`src/rtl/uc_stack.sv`:
```
// Sequential control unit: instruction decode, one-hot port enables, return-address stack, audio stall.
// Optional trap on stack overflow/underflow is enabled by defining UC_STACK_GUARD_EN.
module uc_stack #(
    parameter int NPORTS      = 4,
    parameter int STACK_DEPTH = 4,
    parameter int PC_W        = 10,
    localparam int PW         = $clog2(NPORTS)
) (
    input  logic              clk,
    input  logic              reset,
    input  logic              z,
    input  logic [5:0]        opcode,
    input  logic [PW-1:0]     port_a,
    input  logic [PW-1:0]     port_b,
    input  logic [PC_W-1:0]   pc_plus1,
    input  logic              audio_done,
    output logic [2:0]        op,
    output logic              we3,
    output logic              s_inc,
    output logic              s_inm,
    output logic              sel_in,
    output logic              sel_out,
    output logic              s_rel,
    output logic              s_ret,
    output logic [NPORTS-1:0] port_en,
    output logic              audio_load,
    output logic              audio_start,
    output logic [PC_W-1:0]   ret_addr,
    output logic              fault
);

    localparam int AW = $clog2(STACK_DEPTH);
`ifdef UC_STACK_GUARD_EN
    // One extra bit so a full stack (sp == STACK_DEPTH) is distinguishable from empty.
    localparam int SP_W = AW + 1;
`else
    localparam int SP_W = AW;
`endif

    localparam logic [1:0] S_RUN   = 2'd0;
    localparam logic [1:0] S_WAIT  = 2'd1;
    localparam logic [1:0] S_FAULT = 2'd2;

    localparam logic [SP_W-1:0]   SP_ONE   = SP_W'(1);
    localparam logic [NPORTS-1:0] PORT_ONE = NPORTS'(1);

    logic [1:0]      state;
    logic [1:0]      state_next;
    logic [SP_W-1:0] sp;
    logic [SP_W-1:0] sp_dec;
    logic [PC_W-1:0] mem [STACK_DEPTH];
    logic            push;
    logic            pop;
    logic            stack_full;
    logic            stack_empty;

    function automatic logic [NPORTS-1:0] port_onehot(input logic [PW-1:0] idx);
        return PORT_ONE << idx;
    endfunction

    assign sp_dec = sp - SP_ONE;

`ifdef UC_STACK_GUARD_EN
    assign stack_full  = (sp == SP_W'(STACK_DEPTH));
    assign stack_empty = (sp == '0);
`else
    // Without the guard the pointer simply wraps, so neither condition traps.
    assign stack_full  = 1'b0;
    assign stack_empty = 1'b0;
`endif

    assign op = opcode[2:0];

    always_comb begin
        we3         = 1'b0;
        s_inc       = 1'b1;
        s_inm       = 1'b0;
        sel_in      = 1'b0;
        sel_out     = 1'b0;
        s_rel       = 1'b0;
        s_ret       = 1'b0;
        port_en     = '0;
        audio_load  = 1'b0;
        audio_start = 1'b0;
        push        = 1'b0;
        pop         = 1'b0;
        state_next  = state;

        if (reset) begin
            state_next = S_RUN;
        end else begin
            case (state)
                S_RUN: begin
                    // Patterns are disjoint, so listing order matches first-match priority.
                    casez (opcode)
                        6'b??0???: we3 = 1'b1;
                        6'b??1000: begin
                            we3   = 1'b1;
                            s_inm = 1'b1;
                        end
                        6'b001001: s_inc = 1'b0;
                        6'b001010: s_inc = !z;
                        6'b001011: s_inc = z;
                        6'b001100: begin
                            we3    = 1'b1;
                            sel_in = 1'b1;
                        end
                        6'b001101: begin
                            sel_out = 1'b1;
                            port_en = port_onehot(port_a);
                        end
                        6'b001110: port_en = port_onehot(port_a);
                        6'b??1111: begin
                            sel_out = 1'b1;
                            port_en = port_onehot(port_b);
                        end
                        6'b011001: s_rel = 1'b1;
                        6'b011010: begin
                            s_inc = 1'b0;
                            if (stack_full) state_next = S_FAULT;
                            else            push       = 1'b1;
                        end
                        6'b011011: begin
                            s_inc = 1'b0;
                            s_ret = 1'b1;
                            if (stack_empty) state_next = S_FAULT;
                            else             pop        = 1'b1;
                        end
                        6'b011100: audio_load = 1'b1;
                        6'b011101: begin
                            audio_start = 1'b1;
                            s_inc       = 1'b0;
                            state_next  = S_WAIT;
                        end
                        default: ;
                    endcase
                end
                S_WAIT: begin
                    // PC released in the same cycle the audio block reports completion.
                    s_inc = audio_done;
                    if (audio_done) state_next = S_RUN;
                end
                S_FAULT: s_inc = 1'b0;
                default: state_next = S_RUN;
            endcase
        end
    end

`ifdef UC_STACK_GUARD_EN
    assign fault = !reset && (state == S_FAULT);
`else
    assign fault = 1'b0;
`endif

    assign ret_addr = reset ? '0 : mem[sp_dec[AW-1:0]];

    always_ff @(posedge clk) begin
        if (reset) begin
            state <= S_RUN;
            sp    <= '0;
        end else begin
            state <= state_next;
            if (push)     sp <= sp + SP_ONE;
            else if (pop) sp <= sp_dec;
        end
    end

    // Stack contents are data: never reset, written only on a push.
    always_ff @(posedge clk) begin
        if (push) mem[sp[AW-1:0]] <= pc_plus1;
    end

endmodule

```
`config.mk`:
```
export PLATFORM = sky130hd
export DESIGN_NAME = uc_stack
export DESIGN_NICKNAME = d
export VERILOG_FILES = /design/src/rtl/uc_stack.sv
export SDC_FILE = /design/constraint.sdc
export NUM_CORES = 1
export LEC_CHECK = 0
export ABC_CLOCK_PERIOD_IN_PS = 1800
export BUFFER_PORTS_ARGS = -buffer_cell sky130_fd_sc_hd__clkbuf_2
export CAP_MARGIN = 30
export CORE_MARGIN = 3
export CORE_UTILIZATION = 25
export CTS_BUF_LIST = sky130_fd_sc_hd__clkbuf_2
export CTS_CLUSTER_DIAMETER = 120
export DETAILED_ROUTE_END_ITERATION = 8
export RECOVER_POWER = 50
export SLEW_MARGIN = 20
export SYNTH_ARGS = -nofsm -noshare
export SYNTH_HDL_FRONTEND = slang
export SYNTH_SLANG_ARGS = --single-unit
```
`constraint.sdc`:
```
create_clock -name clk -period 1.8 [get_ports clk]
set_input_delay 0.27 -clock clk [delete_from_list [all_inputs] [get_ports clk]]
set_output_delay 0.27 -clock clk [all_outputs]
set_load 0.01 [all_outputs]
```
==> summary.md <==
| Metric | Value |
|---|---|
| Status | finished with violations |
| Violated checks | negative setup slack |
| Crit start category | register |
| Setup Slack @ Placement | 41.2 ps |
| Yosys warnings | 0 |
| Largest net degree at the start of global routing | 18 |
| Grt ovf | 0 |
| CTS root buf | clkbuf_2 |
| Final setup fails | 60 |
| Static Leakage | 1.02 nW |
| Register area | 1260 sq um |
| Synthesized area | 2060 sq um |
| Most frequent cells in the layout | clkbuf_2 (40), edfxtp_1 (40), buf_6 (12), buf_4 (11), mux4_2 (10) |
| Synth area leaders | edfxtp_1 (58%), mux4_2 (11%), nor2b_1 (3.6%) |
| Final wirelength | 4670 um |
| Reg2reg start | state[0] |
| Register bit count reported by yosys | 43 |
| Layout Utilization | 0.351 |
| Share of cells above drive strength 1 | 0.529 |
| CTS buffer count | 5 |
| Ys async rst share | 0 |
| IO Port Bufs | 49 |
| CP startpoint | sp[0] |
| Initial DRC count | 74 |
| Rel. slew slack | 0.674 |
| Total GRT Usage | 0.0968 |
| Starting density of the core | 0.262 |
| Synth cell types | 40 |
| Crit end category | primary output |
| Reg-to-reg endpoint | mem[0][7] |
| Post-route cell area | 2770 sq um |
| Die height | 96.9 um |
| Syn-to-layout area delta | 34.1% |
| Top Ports | 51 |
| Dpl cells | 290 |
| Tmin final | 2070 ps |
| Max IR drop VDD | between 0.0003 and 0.0004 V |
| DP HPWL | 3250 um |
| Clock skew | roughly 15 ps |
| Yosys top cell by area | edfxtp_1 |
| Flop-to-flop setup slack | -140 ps |
| Pins Over Slew Limit | 0 |
| Vias in the first global route | around 1400 |
| Final period util | 1.15 |
| Worst EP arrival | between 1500 and 2000 ps |
| DR vias | between 1000 and 1500 |
| Vias/cell | 4.49 |
| Post-Syn Nets | 162 |
| Fillers | 776 |
| Top FF cell, synth | edfxtp_1 |
| Placeable core area | 7890 sq um |
| Remaining DRCs | 0 |
| Post-DRT Antenna Nets | 0 |
| Cell Rows | 32 |
| Synthesized area per cell | about 15 sq um |
| Sink Count | 43 |
| Worst hold path type | input pin to register |
| ANT cells | 0 |
| CTS max path bufs | 2 |
| Worst-path maximum fanout | 7 |
| Initial antenna violation count | 0 |
| Worst skew pair latency | 400 ps |
| Max Clock Freq | 483 MHz |
| Mapped Cells | 134 |
| Die W | 96.9 um |
| Setup CP Type | register to primary output |
| Register area share after synthesis | 0.611 |
| WL/cell | 15.3 um |
| Critical Path Sink | ret_addr[0] |
| Pwr/cell area | 605 nW/um^2 |
| Worst-margin pin slew | 482 ps |
| Hold_ws | 88.7 ps |
| Reg2reg path depth | 5 |
| First-pass GRT wire length | 7250 um |
| RSZ-0062 raised after global routing | true |
| Multi-input logic area | 828 sq um |
| Hold Startpoint | pc_plus1[9] |
| Post-synth EDFFs | 40 |
| Critical path data required time | 1530 ps |
| Worst Setup Slack, final | -271 ps |
| Hold violation total from the final report | 0 |
| Max-cap violations | 0 |
| Die footprint | between 9000 and 10000 sq um |
| Final Total Pwr | 1.67 mW |
| CTS tree | done |
| Final setup TNS | -6430 ps |
| Share of the synthesized area in the top cell type | 0.582 |
| H-tree levels | 2 |
| DP Area | 2520 sq um |
| Post-Layout Cell Count | 306 |
| RD Place Congestion | 0.763 |
| Nets@finish | 231 |
| # hold bufs at CTS | 0 |
| First-pass DRT Iterations | 4 |
| Reg clk slew, reported paths | approximately 210 ps |
where the power goes:
| part | switching, mW | leakage, nW | internal (mW) |
|---|---|---|---|
| registers | 0.000840 | 0.385 | 1.09 |
| logic | 0.0959 | 0.602 | 0.0787 |
| clock network | 0.307 | 0.0290 | 0.0991 |
cell type report:
type	count	area share
sequential	43	0.457
multi-input combinational	79	0.299
timing repair buffer	71	0.178
tap	102	0.0461
clock buffer	6	0.0108
clock inverter	2	0.00452
inverter	3	0.00407
metal layers:
layer,GRT usage,vias up,part of all wire
li1,-,662,-
met1,0.120,672,0.45
met2,0.164,37,0.49
met3,0.0274,4,0.043
met4,0.0292,0,0.0094
met5,0,-,0
critical path, stage by stage, from the launching register on:
cell and delay, ps:
dfxtp_2 390, buf_6 100, buf_8 130, mux4_2 500, nor2b_4 150, buf_6 130
flip-flops by register name, summed over array words and instances (netlist names):
| signal | cells |
|---|---|
| mem | 40 |
| sp | 2 |
| state | 1 |
cell families (layout without fill, tap and decap cells):
kind of cell | after synthesis | in the layout | share of synthesized area
fa+ha+maj | 4 | 4 | 0.0242
flops | 43 | 43 | 0.611
simple gates | 44 | 46 | 0.144
xor+xnor | 2 | 2 | 0.00849
other cells | 1 | 1 | 0.00182
mux | 14 | 14 | 0.130
buf+inv | 14 | 82 | 0.0430
compound gates | 12 | 12 | 0.0382
how the worst min path moves through the flow:
stage	to	cells after the start
final	mem[3][9]	1
after global routing	mem[3][9]	1
after CTS	mem[3][5]	1
after detailed placement	mem[3][9]	1
after global placement	mem[1][2]	1
after floorplan	mem[0][0]	0
cells in the mapped netlist, types with 2 or more instances:
master / count
buf_4: 7
nor2_1: 2
buf_2: 2
mux4_2: 10
nor3_1: 6
nor3b_1: 3
nor2b_1: 12
nor4_1: 2
edfxtp_1: 40
dfxtp_1: 3
inv_1: 3
ha_1: 4
nor4b_1: 2
nand3_1: 2
mux2_2: 2
a21oi_1: 3
and2_1: 5
mux2i_1: 2
o21ai_0: 3
what timing repair did:
action / CTS / global route
cloned: 0 / 3
buffers inserted: 5 / 2
resized for setup: 14 / 32
pin swaps: 1 / 5
setup endpoints to repair: 20 / 62
Power figures use the tool's default switching activity.
